## src/rtl/mux4_arbiter.sv

```systemverilog
// mux4_arbiter: four-requester round-robin arbiter driving a 4:1 data mux.
// A grant is held until the owner drops its request. The release edge always
// produces one IDLE cycle before the next grant.
// Optional feature: define ARB_TIMEOUT_EN to compile in a hold counter. This
// counter forces a release after TIMEOUT cycles of ownership, but only while
// another requester is waiting.
module mux4_arbiter #(
    parameter int unsigned DATA_W  = 32,
    parameter int unsigned TIMEOUT = 16
) (
    input  logic              clk,
    input  logic              reset,
    input  logic [3:0]        req,
    input  logic [DATA_W-1:0] in0,
    input  logic [DATA_W-1:0] in1,
    input  logic [DATA_W-1:0] in2,
    input  logic [DATA_W-1:0] in3,
    output logic [3:0]        gnt,
    output logic [1:0]        sel,
    output logic [DATA_W-1:0] out,
    output logic              busy
);

    typedef enum logic {
        IDLE = 1'b0,
        OWN  = 1'b1
    } state_t;

    state_t     state, state_next;
    logic [1:0] last, last_next;
    logic [1:0] sel_next;
    logic [3:0] gnt_next;
    logic [1:0] winner;
    logic       found;
    logic       release_now;

`ifdef ARB_TIMEOUT_EN
    localparam int unsigned CNT_W = (TIMEOUT > 1) ? $clog2(TIMEOUT) : 1;
    localparam logic [CNT_W-1:0] CNT_MAX = CNT_W'(TIMEOUT - 1);

    logic [CNT_W-1:0] cnt, cnt_next;
    logic             timeout_hit;

    // A timeout only matters when somebody other than the owner is waiting.
    always_comb begin
        timeout_hit = (cnt == CNT_MAX) && (|(req & ~gnt));
    end

    // Hold counter register.
    always_ff @(posedge clk) begin
        if (reset) begin
            cnt <= '0;
        end else begin
            cnt <= cnt_next;
        end
    end
`endif

    // Round-robin search starts one past the last owner and wraps around.
    always_comb begin
        winner = 2'd0;
        found  = 1'b0;
        for (int unsigned i = 1; i <= 4; i++) begin
            logic [1:0] idx;
            idx = last + 2'(i);
            if (!found && req[idx]) begin
                winner = idx;
                found  = 1'b1;
            end
        end
    end

    // Owner release, optionally forced by the hold timeout.
    always_comb begin
`ifdef ARB_TIMEOUT_EN
        release_now = !req[sel] || timeout_hit;
`else
        release_now = !req[sel];
`endif
    end

    // Next-state logic for state, grant, select, last owner and hold counter.
    always_comb begin
        state_next = state;
        gnt_next   = gnt;
        sel_next   = sel;
        last_next  = last;
`ifdef ARB_TIMEOUT_EN
        cnt_next   = cnt;
`endif
        unique case (state)
            IDLE: begin
                if (|req) begin
                    state_next = OWN;
                    gnt_next   = 4'b0001 << winner;
                    sel_next   = winner;
                    last_next  = winner;
`ifdef ARB_TIMEOUT_EN
                    cnt_next   = '0;
`endif
                end
            end
            OWN: begin
                if (release_now) begin
                    state_next = IDLE;
                    gnt_next   = '0;
                end else begin
`ifdef ARB_TIMEOUT_EN
                    if (cnt != CNT_MAX) begin
                        cnt_next = cnt + 1'b1;
                    end
`endif
                end
            end
            default: begin
                state_next = IDLE;
                gnt_next   = '0;
            end
        endcase
    end

    // State and registered outputs; reset makes requester 0 the first winner.
    always_ff @(posedge clk) begin
        if (reset) begin
            state <= IDLE;
            gnt   <= '0;
            sel   <= 2'd0;
            last  <= 2'd3;
        end else begin
            state <= state_next;
            gnt   <= gnt_next;
            sel   <= sel_next;
            last  <= last_next;
        end
    end

    // Busy flag follows the registered state.
    always_comb begin
        busy = (state == OWN);
    end

    // Data mux; the output is zero whenever there is no grant.
    always_comb begin
        out = '0;
        if (|gnt) begin
            unique case (sel)
                2'd0: out = in0;
                2'd1: out = in1;
                2'd2: out = in2;
                2'd3: out = in3;
                default: out = '0;
            endcase
        end
    end

endmodule

```

## config.mk

```make
export PLATFORM = sky130hd
export DESIGN_NAME = mux4_arbiter
export DESIGN_NICKNAME = d
export VERILOG_FILES = /design/src/rtl/mux4_arbiter.sv
export SDC_FILE = /design/constraint.sdc
export NUM_CORES = 1
export LEC_CHECK = 0
export ABC_AREA = 1
export CORE_ASPECT_RATIO = 1.5
export CORE_MARGIN = 2
export CORE_UTILIZATION = 29
export CTS_CLUSTER_DIAMETER = 200
export CTS_CLUSTER_SIZE = 30
export DETAILED_ROUTE_END_ITERATION = 12
export MAX_ROUTING_LAYER = met4
export PLACE_DENSITY = 0.87
export SETUP_SLACK_MARGIN = 0.02
export SLEW_MARGIN = 20
export SYNTH_ARGS = -nofsm -noshare
export SYNTH_HDL_FRONTEND = slang
export SYNTH_SLANG_ARGS = --single-unit
```

## constraint.sdc

```tcl
create_clock -name clk -period 2.3 [get_ports clk]
set_clock_uncertainty 0.2 [all_clocks]
set_input_delay 0.46 -clock clk [delete_from_list [all_inputs] [get_ports clk]]
set_output_delay 0.46 -clock clk [all_outputs]
set_load 0.01 [all_outputs]
```

# After elaboration in Yosys (flattened, before gate mapping)
# Cells that the tools add are included.
[totals]
register_bits = 9
output_inout_bits = 39
[op_classes]
add_sub_neg = 3
magnitude_cmp = 5
n_eq_ne = 5
shifts = 1
mux = 25
bitwise = 1
reduce_logical = 11
[ops]
columns = ["op", "count"]
rows = [
  ["one-hot mux 32 bit (4 select lines)", 1],
  ["two-way mux 32 bit", 1],
  ["less-than comparator 2 x 3 -> 1 bit (second input constant)", 5],
  ["binary-select mux 1 bit (select 2 bit)", 5],
  ["two-way mux 1 bit", 10],
  ["two-way mux 2 bit", 4],
  ["two-way mux 4 bit", 2],
  ["one-hot mux 4 bit (2 select lines)", 1],
  ["OR reduction 4 bit", 2],
  ["adder 2 bit (second input constant)", 2],
  ["equality test 2 bit (second input constant)", 2],
  ["!= test 2 bit (second input constant)", 2],
  ["AND reduction 2 bit", 2],
  ["<< shifter 1 x 2 -> 4 bit (first input constant)", 1],
  ["logical AND 1 bit", 3],
  ["logical NOT 1 bit", 3],
  ["adder 2 x 1 -> 2 bit (second input constant)", 1],
  ["equality test 2 x 1 -> 1 bit (second input constant)", 1],
  ["logical NOT 2 bit", 1],
  ["one-hot mux 1 bit (2 select lines)", 1],
  ["NOT 1 bit", 1],
]

# Longest topological paths before layout
[depth]
depth_word = 16
ltp_mapped = 15
ltp_nobuf = 13

# Least setup slack after synthesis
# Ideal clock, no wire load.
[synth_timing]
kind = "flip-flop to output port"
startpoint = "register sel[0]"
endpoint = "output port out[10]"
t_arrival_ns = 1.384
required_time_ns = 1.640
path_slack_ns = 0.256
path_stages_with_launch = 6
path_cell_list = "dfxtp_1 inv_1 nor2_1 clkbuf_1 nand2_1 a41oi_1"
[synth_via]
elab_chain_len = 3
elab_cells_between_ends = 6
cone_classes = "eq/ne: 3; mux: 2; reduce/logical: 1"
[synth_lines]
columns = ["item", "line", "rtl"]
rows = [
  ["start, declared", "19", "output logic [1:0] sel,"],
  ["start signal, assigned", "132", "sel <= sel_next;"],
  ["equality test 2 bit, or another cell as far along", "146", "unique case (sel)"],
  ["one-hot mux 32 bit (4 select lines) *", "146", ""],
  ["two-way mux 32 bit *", "145", "if (|gnt) begin"],
  ["end, declared", "20", "output logic [DATA_W-1:0] out,"],
]
# Mark *: on every way between the ends. The rest lies on a longest branch, timed or not.

# Worst setup path in the final report
[layout_timing]
startpoint = "register sel[0]"
endpoint = "output port out[24]"
# The elaborated chain is that of the path after synthesis.

==> impl_results.md <==
* Status: complete, no violations
* Max-slew violation count at 0
* Initial Utilization at 0.303
* Pwr Total at 0.00379 W
* Worst Max-Slew Pin Slew at 0.441 ns
* Post-synthesis cell area at 1580 sq um
* Fmax at 452 MHz
* Final setup violation count at 0
* CTS hold repair buffers at 0
* First-pass GRT wire length at 11800 um
* Port bufs at 172
* Reg2reg start: last[0]
* Post-Syn Area per Cell at 5.51 sq um
* Clock sinks at 9
* Compound-cell area share of the yosys netlist at 0.221
* Hold EP: gnt[2]
* # H-tree levels at 1
* Mux cell area share after synthesis at 0
* Finished Core Util at 0.669
* Layout Cells excl Fill at 533
* Clock buffer depth at 2
* Post-CTS setup buffers at 0
* Via density at 5.03
* CP delay by family, top: buffers and inverters
* Period utilization at 0.961
* WL met2 at 3980 um
* CP cell instances: inv_1, nor2_4, buf_12, nand2_1, a41oi_1, clkdlybuf4s15_1
* Layout Nets at 600
* CTS tree: done
* GPL Wtd Cong at 0.911
* Fin. Hold Viols at 0
* Boundary pin count at 173
* XOR/XNOR Fraction of Synth Area at 0
* WL per Instance at 14.2 um
* Synth Register Bits at 9
* DRT Pass-1 Iters at 4
* Minimum clock period at 2.21 ns
* Hold crit path type: flop to flop
* Grt total ovfl at 0
* CTS clk-pin slew, worst paths at 0.04 ns
* Distinct cells, synth at 27
* Syn Inst Count at 286
* Detailed Route WL at 7570 um
* Vias after detailed routing at 2681
* Yosys warnings at 0
* Footprint of the multi-input gates at 1300 sq um
* Crit path launch: sel[0]
* Max IR drop VDD at 0.000680 V
* Setup crit start kind: flop
* Diode count at 0
* Total Routing Usage GR at 0.250
* Critical path data required time at 1.64 ns
* Largest family of logic cells by synthesized area: simple AND/OR/NAND/NOR gates
* RSZ-0062 raised after global routing: false
* Slew margin rel. at 0.705
* WS Path Type: flop to output port
* R2R depth at 12
* Hold_sp: gnt[2]
* Post-DRT Antenna Nets at 0
* Num rows at 32
* Top cells by area in the synthesized netlist: nand2_1 37%, a41oi_1 18%, dfxtp_1 11%
* Synth Area in Adders at 0
* Worst path max stage delay at 0.38 ns
* DRC at 0
* Initial DRC Count at 137
* Max Cap Viol at 0
* Cts bufs inserted at 3
* Total negative slack at 0 ns
* Crit-path slowest cell: dfxtp_4
* Reg2reg end: sel[0]
* WL met3 at 433 um
* Placed wire-length estimate at 6310 um
* Syn nets at 420
* P_leak at 1.42 nW
* Uppermost routed layer: met4
* Met1 wire length at 2890 um
* Area of the core at 5200 sq um
* Die height at 94.3 um
* Largest net degree at the start of global routing at 27
* Die area at 6050 sq um
* Register area share after synthesis at 0.114
* Worst-Skew Late Latency at 0.23 ns
* Layout cells sized above 1 at 0.170
* CP endpoint kind: output port
* Post-synth top area share at 0.367
* Hold Path Stages at 2
* Simple logic cell fraction of the synthesized area at 0.570
* Worst path arrival time at 1.55 ns
* Filler cells at 449
* Root buffer cell: clkbuf_8
* Sequential cell area at 188 sq um
* Area leader, netlist: nand2_1
* Area growth, synth to finish at 121%
* WP buf/inv at 3
* Placed cells at 529
* Chip width at 64.2 um
* Critical Path Fanout Max at 23
* Vias in the first global route at 2650
* Power Density at 1090 nW/um^2
* Worst reg2reg setup slack at 0.35 ns
* Antenna violations before repair at 0
## worst max-delay path by stage
stage | to | depth (start not counted)
floorplan | out[10] | 5
global placement | out[30] | 4
detailed placement | out[30] | 4
CTS | out[30] | 4
global route | out[17] | 6
finish | out[24] | 6
## registers in the layout (all words and copies together) (netlist names)
signal / flops
busy: 1
last: 2
gnt: 4
sel: 2
## layout make-up
type,count,area share
sequential,9,0.0539
multi-input combinational,245,0.373
tap,68,0.0244
clock buffer,4,0.0129
inverter,15,0.0176
timing repair buffer,192,0.518
## placed cells by master (no fill, tap or decap), types with 2 or more instances in the layout
cell / n
a41oi_1: 30
clkbuf_2: 20
dfxtp_1: 7
buf_6: 4
clkdlybuf4s15_1: 3
dfxtp_4: 2
buf_4: 13
nand4_1: 5
nor2_4: 4
dlygate4sd2_1: 6
nand2_1: 154
clkbuf_8: 3
nand2_4: 7
clkdlybuf4s50_1: 140
nor2_1: 2
a21oi_1: 4
nand2_2: 10
a41oi_2: 2
buf_2: 2
o211ai_1: 2
nand3_1: 15
buf_12: 2
inv_1: 11
inv_2: 2
## metrics by stage
stage	hold WS (ns)	setup WS (ns)	cell area, sq um
global placement	0.304	-0.246	3480
finish	0.341	0.0891	3480
detailed placement	0.313	-0.227	3480
CTS	0.319	0.0281	3550
floorplan	0.314	0.256	1580
global route	0.347	0.0219	3480
## timing repair
item,4_1_cts,5_1_grt
gates resized for setup,54,53
setup endpoints to repair,32,31
gates cloned,0,0
## routing by layer
layer	up-vias	global-route usage
met5	-	-
met4	0	0.0993
met3	23	0.0216
met2	131	0.479
met1	1201	0.257
li1	1326	-
## logic make-up (layout without fill, tap and decap cells)
logic type,Yosys count,in the layout
flip-flops,9,9
buffers and inverters,32,211
AO/OA/AOI/OAI,42,42
AND/OR/NAND/NOR,203,203
## Yosys cell counts, drive strengths merged
cell    count
nand2     171
a41oi      32
nand3      16
clkbuf     15
inv        14
dfxtp       9
nor2        7
a21oi       5
nand4       5
buf         2
nor4        2
o211ai      2
a21boi      1
a22oi       1
and3        1
clkinv      1
nand3b      1
o21ai       1
## tightest hold or removal path, cell delays in order, from the launching register on
cell and delay, ns:
dfxtp_1 0.34, nand3_1 0.09, a21oi_1 0.06
## power breakdown
part / total, W / internal [W] / switching [W]
sequential: 0.000347 / 0.000230 / 0.000117
clock: 0.000185 / 0.000121 / 0.0000640
combinational: 0.00326 / 0.00148 / 0.00178
total: 0.00379 / 0.00183 / 0.00196
Power figures use the tool's default switching activity.
